## config.mk

```make
export PLATFORM = sky130hd
export DESIGN_NAME = alu_share_ctrl
export DESIGN_NICKNAME = d
export VERILOG_FILES = /design/src/rtl/alu_share_pkg.sv /design/src/rtl/alu_share_rr_arb.sv /design/src/rtl/alu_share_ctrl.sv
export SDC_FILE = /design/constraint.sdc
export NUM_CORES = 1
export LEC_CHECK = 0
export ABC_AREA = 1
export CAP_MARGIN = 0
export CORE_UTILIZATION = 39
export DETAILED_ROUTE_END_ITERATION = 12
export GPL_ROUTABILITY_DRIVEN = 0
export MAX_ROUTING_LAYER = met4
export PLACE_DENSITY_LB_ADDON = 0.2
export SETUP_SLACK_MARGIN = 0.5
export SYNTH_ARGS = -nofsm -noshare
export SYNTH_HDL_FRONTEND = slang
export SYNTH_SLANG_ARGS = --single-unit
```

## constraint.sdc

```tcl
create_clock -name clk -period 1.9 [get_ports clk]
set_input_delay 0.475 -clock clk [delete_from_list [all_inputs] [get_ports clk]]
set_output_delay 0.475 -clock clk [all_outputs]
set_load 0.01 [all_outputs]
```

## src/rtl/alu_share_pkg.sv

```systemverilog
// Shared definitions for the shared-ALU sequencer.
//   - sel_e   : ALU SELECT encodings as understood by the downstream ALU
//   - state_e : sequencer FSM states
//   - WIDTH_DEF : default operand/result width
package alu_share_pkg;

  localparam int WIDTH_DEF = 8;

  typedef enum logic [2:0] {
    SEL_FWD = 3'd0,
    SEL_ADD = 3'd1,
    SEL_AND = 3'd2,
    SEL_OR  = 3'd3,
    SEL_LSL = 3'd4,
    SEL_LSR = 3'd5,
    SEL_MUL = 3'd6,
    SEL_ILL = 3'd7   // no ALU case exists for this code
  } sel_e;

  typedef enum logic [1:0] {
    ST_IDLE = 2'd0,
    ST_EXEC = 2'd1,
    ST_RESP = 2'd2
  } state_e;

endpackage

```

## src/rtl/alu_share_rr_arb.sv

```systemverilog
// Two-way round-robin arbiter for the shared ALU.
// Ports:
//   clk, rst_n : clock, asynchronous active-low reset
//   en         : arbitration enabled (sequencer idle); no grant otherwise
//   req        : per-requester valid
//   gnt        : one-hot grant (combinational), zero when disabled
//   gnt_id     : index of the granted requester (meaningful when |gnt)
// The pointer remembers the last granted requester; it resets to 1 so that
// requester 0 wins the first contested round.
module alu_share_rr_arb (
  input  logic       clk,
  input  logic       rst_n,
  input  logic       en,
  input  logic [1:0] req,
  output logic [1:0] gnt,
  output logic       gnt_id
);

  logic last_q;

  always_comb begin
    gnt = 2'b00;
    if (en) begin
      if (&req) gnt = last_q ? 2'b01 : 2'b10;
      else      gnt = req;
    end
  end

  assign gnt_id = gnt[1];

  always_ff @(posedge clk or negedge rst_n) begin
    if (!rst_n)    last_q <= 1'b1;
    else if (|gnt) last_q <= gnt[1];
  end

endmodule

```

## src/rtl/alu_share_ctrl.sv

```systemverilog
// Sequencer sharing one combinational ALU between two requesters
// (0: main datapath, 1: aux unit). One operation in flight at a time:
// IDLE accepts a request (round-robin), EXEC drives the latched operands to
// the ALU for the op's latency, RESP presents the captured result until the
// consumer takes it.
// Ports:
//   clk, rst_n                   : clock, asynchronous active-low reset
//   req_valid/req_ready [1:0]    : per-requester handshake (ready one-hot)
//   req0_a/b/sel, req1_a/b/sel   : requester payloads
//   alu_data1/data2/select       : to ALU (held from the last accepted op)
//   alu_result/alu_zero          : from ALU
//   rsp_valid/ready, rsp_id      : response handshake and owning requester
//   rsp_data/rsp_zero/rsp_err    : captured result, zero flag, illegal-op flag
// Build option ALU_SHARE_ILLEGAL_OP_EN: SELECT 7 bypasses the ALU and returns
// DATA=0, ZERO=1, ERR=1 one cycle after accept. Without it SELECT 7 runs as a
// normal BASE_LAT op and rsp_err stays 0.
module alu_share_ctrl
  import alu_share_pkg::*;
#(
  parameter int WIDTH    = WIDTH_DEF,
  parameter int BASE_LAT = 1,
  parameter int MULT_LAT = 2
) (
  input  logic             clk,
  input  logic             rst_n,
  input  logic [1:0]       req_valid,
  output logic [1:0]       req_ready,
  input  logic [WIDTH-1:0] req0_a,
  input  logic [WIDTH-1:0] req0_b,
  input  logic [2:0]       req0_sel,
  input  logic [WIDTH-1:0] req1_a,
  input  logic [WIDTH-1:0] req1_b,
  input  logic [2:0]       req1_sel,
  output logic [WIDTH-1:0] alu_data1,
  output logic [WIDTH-1:0] alu_data2,
  output logic [2:0]       alu_select,
  input  logic [WIDTH-1:0] alu_result,
  input  logic             alu_zero,
  output logic             rsp_valid,
  input  logic             rsp_ready,
  output logic             rsp_id,
  output logic [WIDTH-1:0] rsp_data,
  output logic             rsp_zero,
  output logic             rsp_err
);

`ifdef ALU_SHARE_ILLEGAL_OP_EN
  localparam bit ILL_EN = 1'b1;
`else
  localparam bit ILL_EN = 1'b0;
`endif

  localparam int MAX_LAT = (BASE_LAT > MULT_LAT) ? BASE_LAT : MULT_LAT;
  localparam int CNT_W   = $clog2(MAX_LAT + 1);

  state_e             state_q, state_d;
  logic [1:0]         gnt;
  logic               gnt_id;
  logic               xfer;
  logic               ill_acc;
  logic [WIDTH-1:0]   in_a, in_b;
  logic [2:0]         in_sel;
  logic [CNT_W-1:0]   lat_load;
  logic [CNT_W-1:0]   cnt_q;
  logic [WIDTH-1:0]   a_q, b_q;
  logic [2:0]         sel_q;
  logic               id_q;
  logic [WIDTH-1:0]   data_q;
  logic               zero_q;
  logic               err_q;

  alu_share_rr_arb u_arb (
    .clk    (clk),
    .rst_n  (rst_n),
    .en     (state_q == ST_IDLE),
    .req    (req_valid),
    .gnt    (gnt),
    .gnt_id (gnt_id)
  );

  assign req_ready = gnt;
  assign xfer      = |gnt;
  assign in_a      = gnt_id ? req1_a   : req0_a;
  assign in_b      = gnt_id ? req1_b   : req0_b;
  assign in_sel    = gnt_id ? req1_sel : req0_sel;
  assign ill_acc   = ILL_EN && (in_sel == SEL_ILL);
  assign lat_load  = (in_sel == SEL_MUL) ? CNT_W'(MULT_LAT) : CNT_W'(BASE_LAT);

  always_comb begin
    state_d = state_q;
    unique case (state_q)
      ST_IDLE: if (xfer) state_d = ill_acc ? ST_RESP : ST_EXEC;
      ST_EXEC: if (cnt_q == CNT_W'(1)) state_d = ST_RESP;
      ST_RESP: if (rsp_ready) state_d = ST_IDLE;
      default: state_d = ST_IDLE;
    endcase
  end

  always_ff @(posedge clk or negedge rst_n) begin
    if (!rst_n) state_q <= ST_IDLE;
    else        state_q <= state_d;
  end

  // Operand, counter and response registers. All are cleared by reset
  // because the ALU and response outputs must read 0 after reset.
  always_ff @(posedge clk or negedge rst_n) begin
    if (!rst_n) begin
      a_q    <= '0;
      b_q    <= '0;
      sel_q  <= '0;
      id_q   <= 1'b0;
      cnt_q  <= '0;
      data_q <= '0;
      zero_q <= 1'b0;
      err_q  <= 1'b0;
    end else begin
      unique case (state_q)
        ST_IDLE: begin
          if (xfer) begin
            id_q <= gnt_id;
            if (ill_acc) begin
              // Illegal op never reaches the ALU; ALU outputs keep old values.
              data_q <= '0;
              zero_q <= 1'b1;
              err_q  <= 1'b1;
            end else begin
              a_q   <= in_a;
              b_q   <= in_b;
              sel_q <= in_sel;
              cnt_q <= lat_load;
            end
          end
        end
        ST_EXEC: begin
          cnt_q <= cnt_q - CNT_W'(1);
          if (cnt_q == CNT_W'(1)) begin
            data_q <= alu_result;
            zero_q <= alu_zero;
            err_q  <= 1'b0;
          end
        end
        default: ;
      endcase
    end
  end

  assign alu_data1  = a_q;
  assign alu_data2  = b_q;
  assign alu_select = sel_q;
  assign rsp_valid  = (state_q == ST_RESP);
  assign rsp_id     = id_q;
  assign rsp_data   = data_q;
  assign rsp_zero   = zero_q;
  assign rsp_err    = err_q;

endmodule

```

==> summary.md <==
| Metric | Value |
|---|---|
| WP data required | `1.42 ns` |
| Diode count | `0` |
| Fmax | `601.8 MHz` |
| Final Util | `76.68%` |
| Hold/Removal Path Class | `reg -> reg` |
| CP startpoint kind | `flop` |
| Initial antenna violation count | `0` |
| Register clock-pin slew on the reported worst setup and hold paths | `0.06 ns` |
| Power density over the cells | `1563 mW/mm^2` |
| Minimum clock period | `1.662 ns` |
| Post-Route WL | `4523 um` |
| Initial DRC count | `61` |
| Pleak | `1.332 nW` |
| Final Hold Fails | `0` |
| First-pass GRT wire length | `6837 um` |
| Slew Viols, Final | `0` |
| CTS tree | `done` |
| Cell count after synthesis | `166` |
| Area Overhead vs Synth | `82.40%` |
| RSZ-0062 raised after global routing | `true` |
| DIE WIDTH | `65.76 um` |
| Arrival time at the worst endpoint | `1.19 ns` |
| Full die area | `0.004324 sq mm` |
| IO Pins | `85` |
| Core area | `0.003771 sq mm` |
| Largest net degree at the start of global routing | `35` |
| Syn_nets | `219` |
| Setup tns final | `0 ns` |
| Bufs on Longest Clock Path | `2` |
| Vias in the first global route | `1549` |
| Max Cap Viol | `0` |
| Min Hold Slack | `0.4841 ns` |
| Final std cells w/o fill | `326` |
| DR vias/cell | `4.859` |
| Final period util | `87.46%` |
| Sequential fraction of the synthesis area | `53.75%` |
| Skew final | `0.008466 ns` |
| Total of fill cells in the finished design | `254` |
| Clock Sinks | `34` |
| FF+latch area | `853.3 sq um` |
| Largest fanout on the critical path | `2` |
| Starting Density | `42.04%` |
| Grt ovf | `0` |
| I/O Buffers | `83` |
| Synthesized flop and latch total | `34` |
| Clock Latency Late Sink | `0.29 ns` |
| Via count | `1584` |
| Cell row count | `22` |
| Outcome | `complete, no violations` |
| DRC viols | `0` |
| Final nets | `330` |
| DR pass1 iterations | `4` |
| Placed Cells | `299` |
| Share of layout cells above drive strength 1 | `38.49%` |
| Die Ht | `65.76 um` |
| Post-synthesis cell type count | `26` |
| CTS Buf Count | `5` |
| Mapped Avg Cell Area | `9.550 sq um` |
| Cell Area, Synth | `0.001585 sq mm` |
| GRT Total Usage | `21.59%` |
| Critical path class | `reg -> out` |
| Drt wl/cell | `13.87 um` |
| Synth Warn # | `0` |
| Routed Antenna Nets | `0` |
| Peak VDD IR | `806.7 uV` |
| Multi-input logic area | `728.2 sq um` |
| H-tree lvl count | `2` |
| Root Driver | `clkbuf_8` |
| Final Setup Violations | `0` |
| CP endpoint kind | `output pin` |
| Dpl hpwl | `2786 um` |
synth_stat cells:
cell type   n  area, sq um
a21oi_2     1        8.760
a21oi_4     1        16.27
a31oi_1     2        12.51
buf_2       1        5.000
buf_4       5        37.54
buf_6       2        22.52
clkbuf_2    1        5.000
conb_1      1        3.750
dfrtp_1    33        825.8
dfstp_2     1        26.28
ha_1        1        12.51
inv_1       8        30.03
inv_2       2        7.510
mux2_2      9        101.4
nand2_1    30        112.6
nand2_2     1        6.260
nand2_4     2        22.52
nand3_1     4        20.02
nand3_2     1        10.01
nand3_4     1        17.52
nor2_1     19        71.32
nor2_4      1        11.26
o21ai_0    12        60.06
o21ai_1    25        125.1
o31ai_1     1        7.510
or2_2       1        6.260
metal layers:
metal	GRT usage (%)	wire [um]	vias to the layer above
met5	-	0	-
met4	7.337	52	0
met3	4.688	224	6
met2	36.10	2299	53
met1	25.58	1947	754
li1	-	-	771
worst paths after layout:
kind	startpoint	end	slack, ns	cells after the start
hold / removal	rsp_id	rsp_id	0.48	2
setup reg to reg	state_q[1]	cnt_q[1]	0.33	10
min in group asynchronous	rst_n	alu_data2[5]	0.56	2
max in group asynchronous	rst_n	u_arb.last_q	1.08	2
hold reg to reg	rsp_id	rsp_id	0.48	2
setup / recovery	u_arb.last_q	req_ready[0]	0.24	5
final cells by class:
class	instances	share of cell area (%)
well taps	48	2.077
flip-flops and latches	34	29.51
clock buffers	6	2.856
repair inverters	2	0.9520
clock inverters	2	0.4327
inverters	10	2.640
multi-input cells	113	25.18
repair buffers	111	36.35
report_power, final:
group	internal [mW]	switching [mW]	leakage, nW
combinational	1.35	1.27	0.881
sequential	1.11	0.232	0.404
clock	0.291	0.264	0.0472
cell families (layout without fill, tap and decap cells):
group,after synthesis,in the layout,share of synthesized area [%]
simple gates,60,60,17.52
compound gates,42,42,14.52
mux,9,9,6.393
buf+inv,19,131,6.787
other cells,1,1,0.2366
flops,34,34,53.75
fa+ha+maj,1,1,0.7891
per-stage QoR:
step | total power [mW] | area (sq um) | worst slack, ns
finish | 4.520 | 2892 | 0.2384
global route | 4.834 | 2892 | 0.1736
CTS | 4.156 | 2766 | 0.2296
detailed placement | 3.417 | 2511 | -0.4838
global placement | 3.369 | 2511 | -0.4825
floorplan | 2.426 | 1603 | 0.3852
cells in the final DEF (no fill, tap or decap), types with 5 or more instances in the layout:
| cell type | instances |
|---|---|
| clkdlybuf4s15_1 | 12 |
| buf_4 | 16 |
| o21ai_2 | 8 |
| mux2_2 | 9 |
| buf_6 | 9 |
| clkdlybuf4s50_1 | 49 |
| nand2_4 | 5 |
| clkbuf_2 | 15 |
| clkbuf_8 | 6 |
| o21ai_1 | 28 |
| nand2_1 | 18 |
| nor2_1 | 19 |
| dfrtp_1 | 32 |
| nand2_2 | 9 |
state kept, by name, summed over array words and instances (netlist names):
register and cells:
alu_data1 8, rsp_zero 1, rsp_data 8, alu_data2 8, u_arb.last_q 1, rsp_id 1
cnt_q 2, state_q 2, alu_select 3
what timing repair did:
item,4_1_cts,5_1_grt
setup buffers,7,8
setup endpoints to repair,55,43
cloned,2,2
pin swaps,3,7
hold buffers,0,0
resized for setup,105,56
worst max-delay path: stages, from the launching register on:
cell and delay (ns):
dfstp_2 0.56, inv_2 0.05, nand2_2 0.06, nand3_4 0.06, inv_2 0.08, buf_6 0.10
Note: power is estimated with default switching activity, not from simulation.
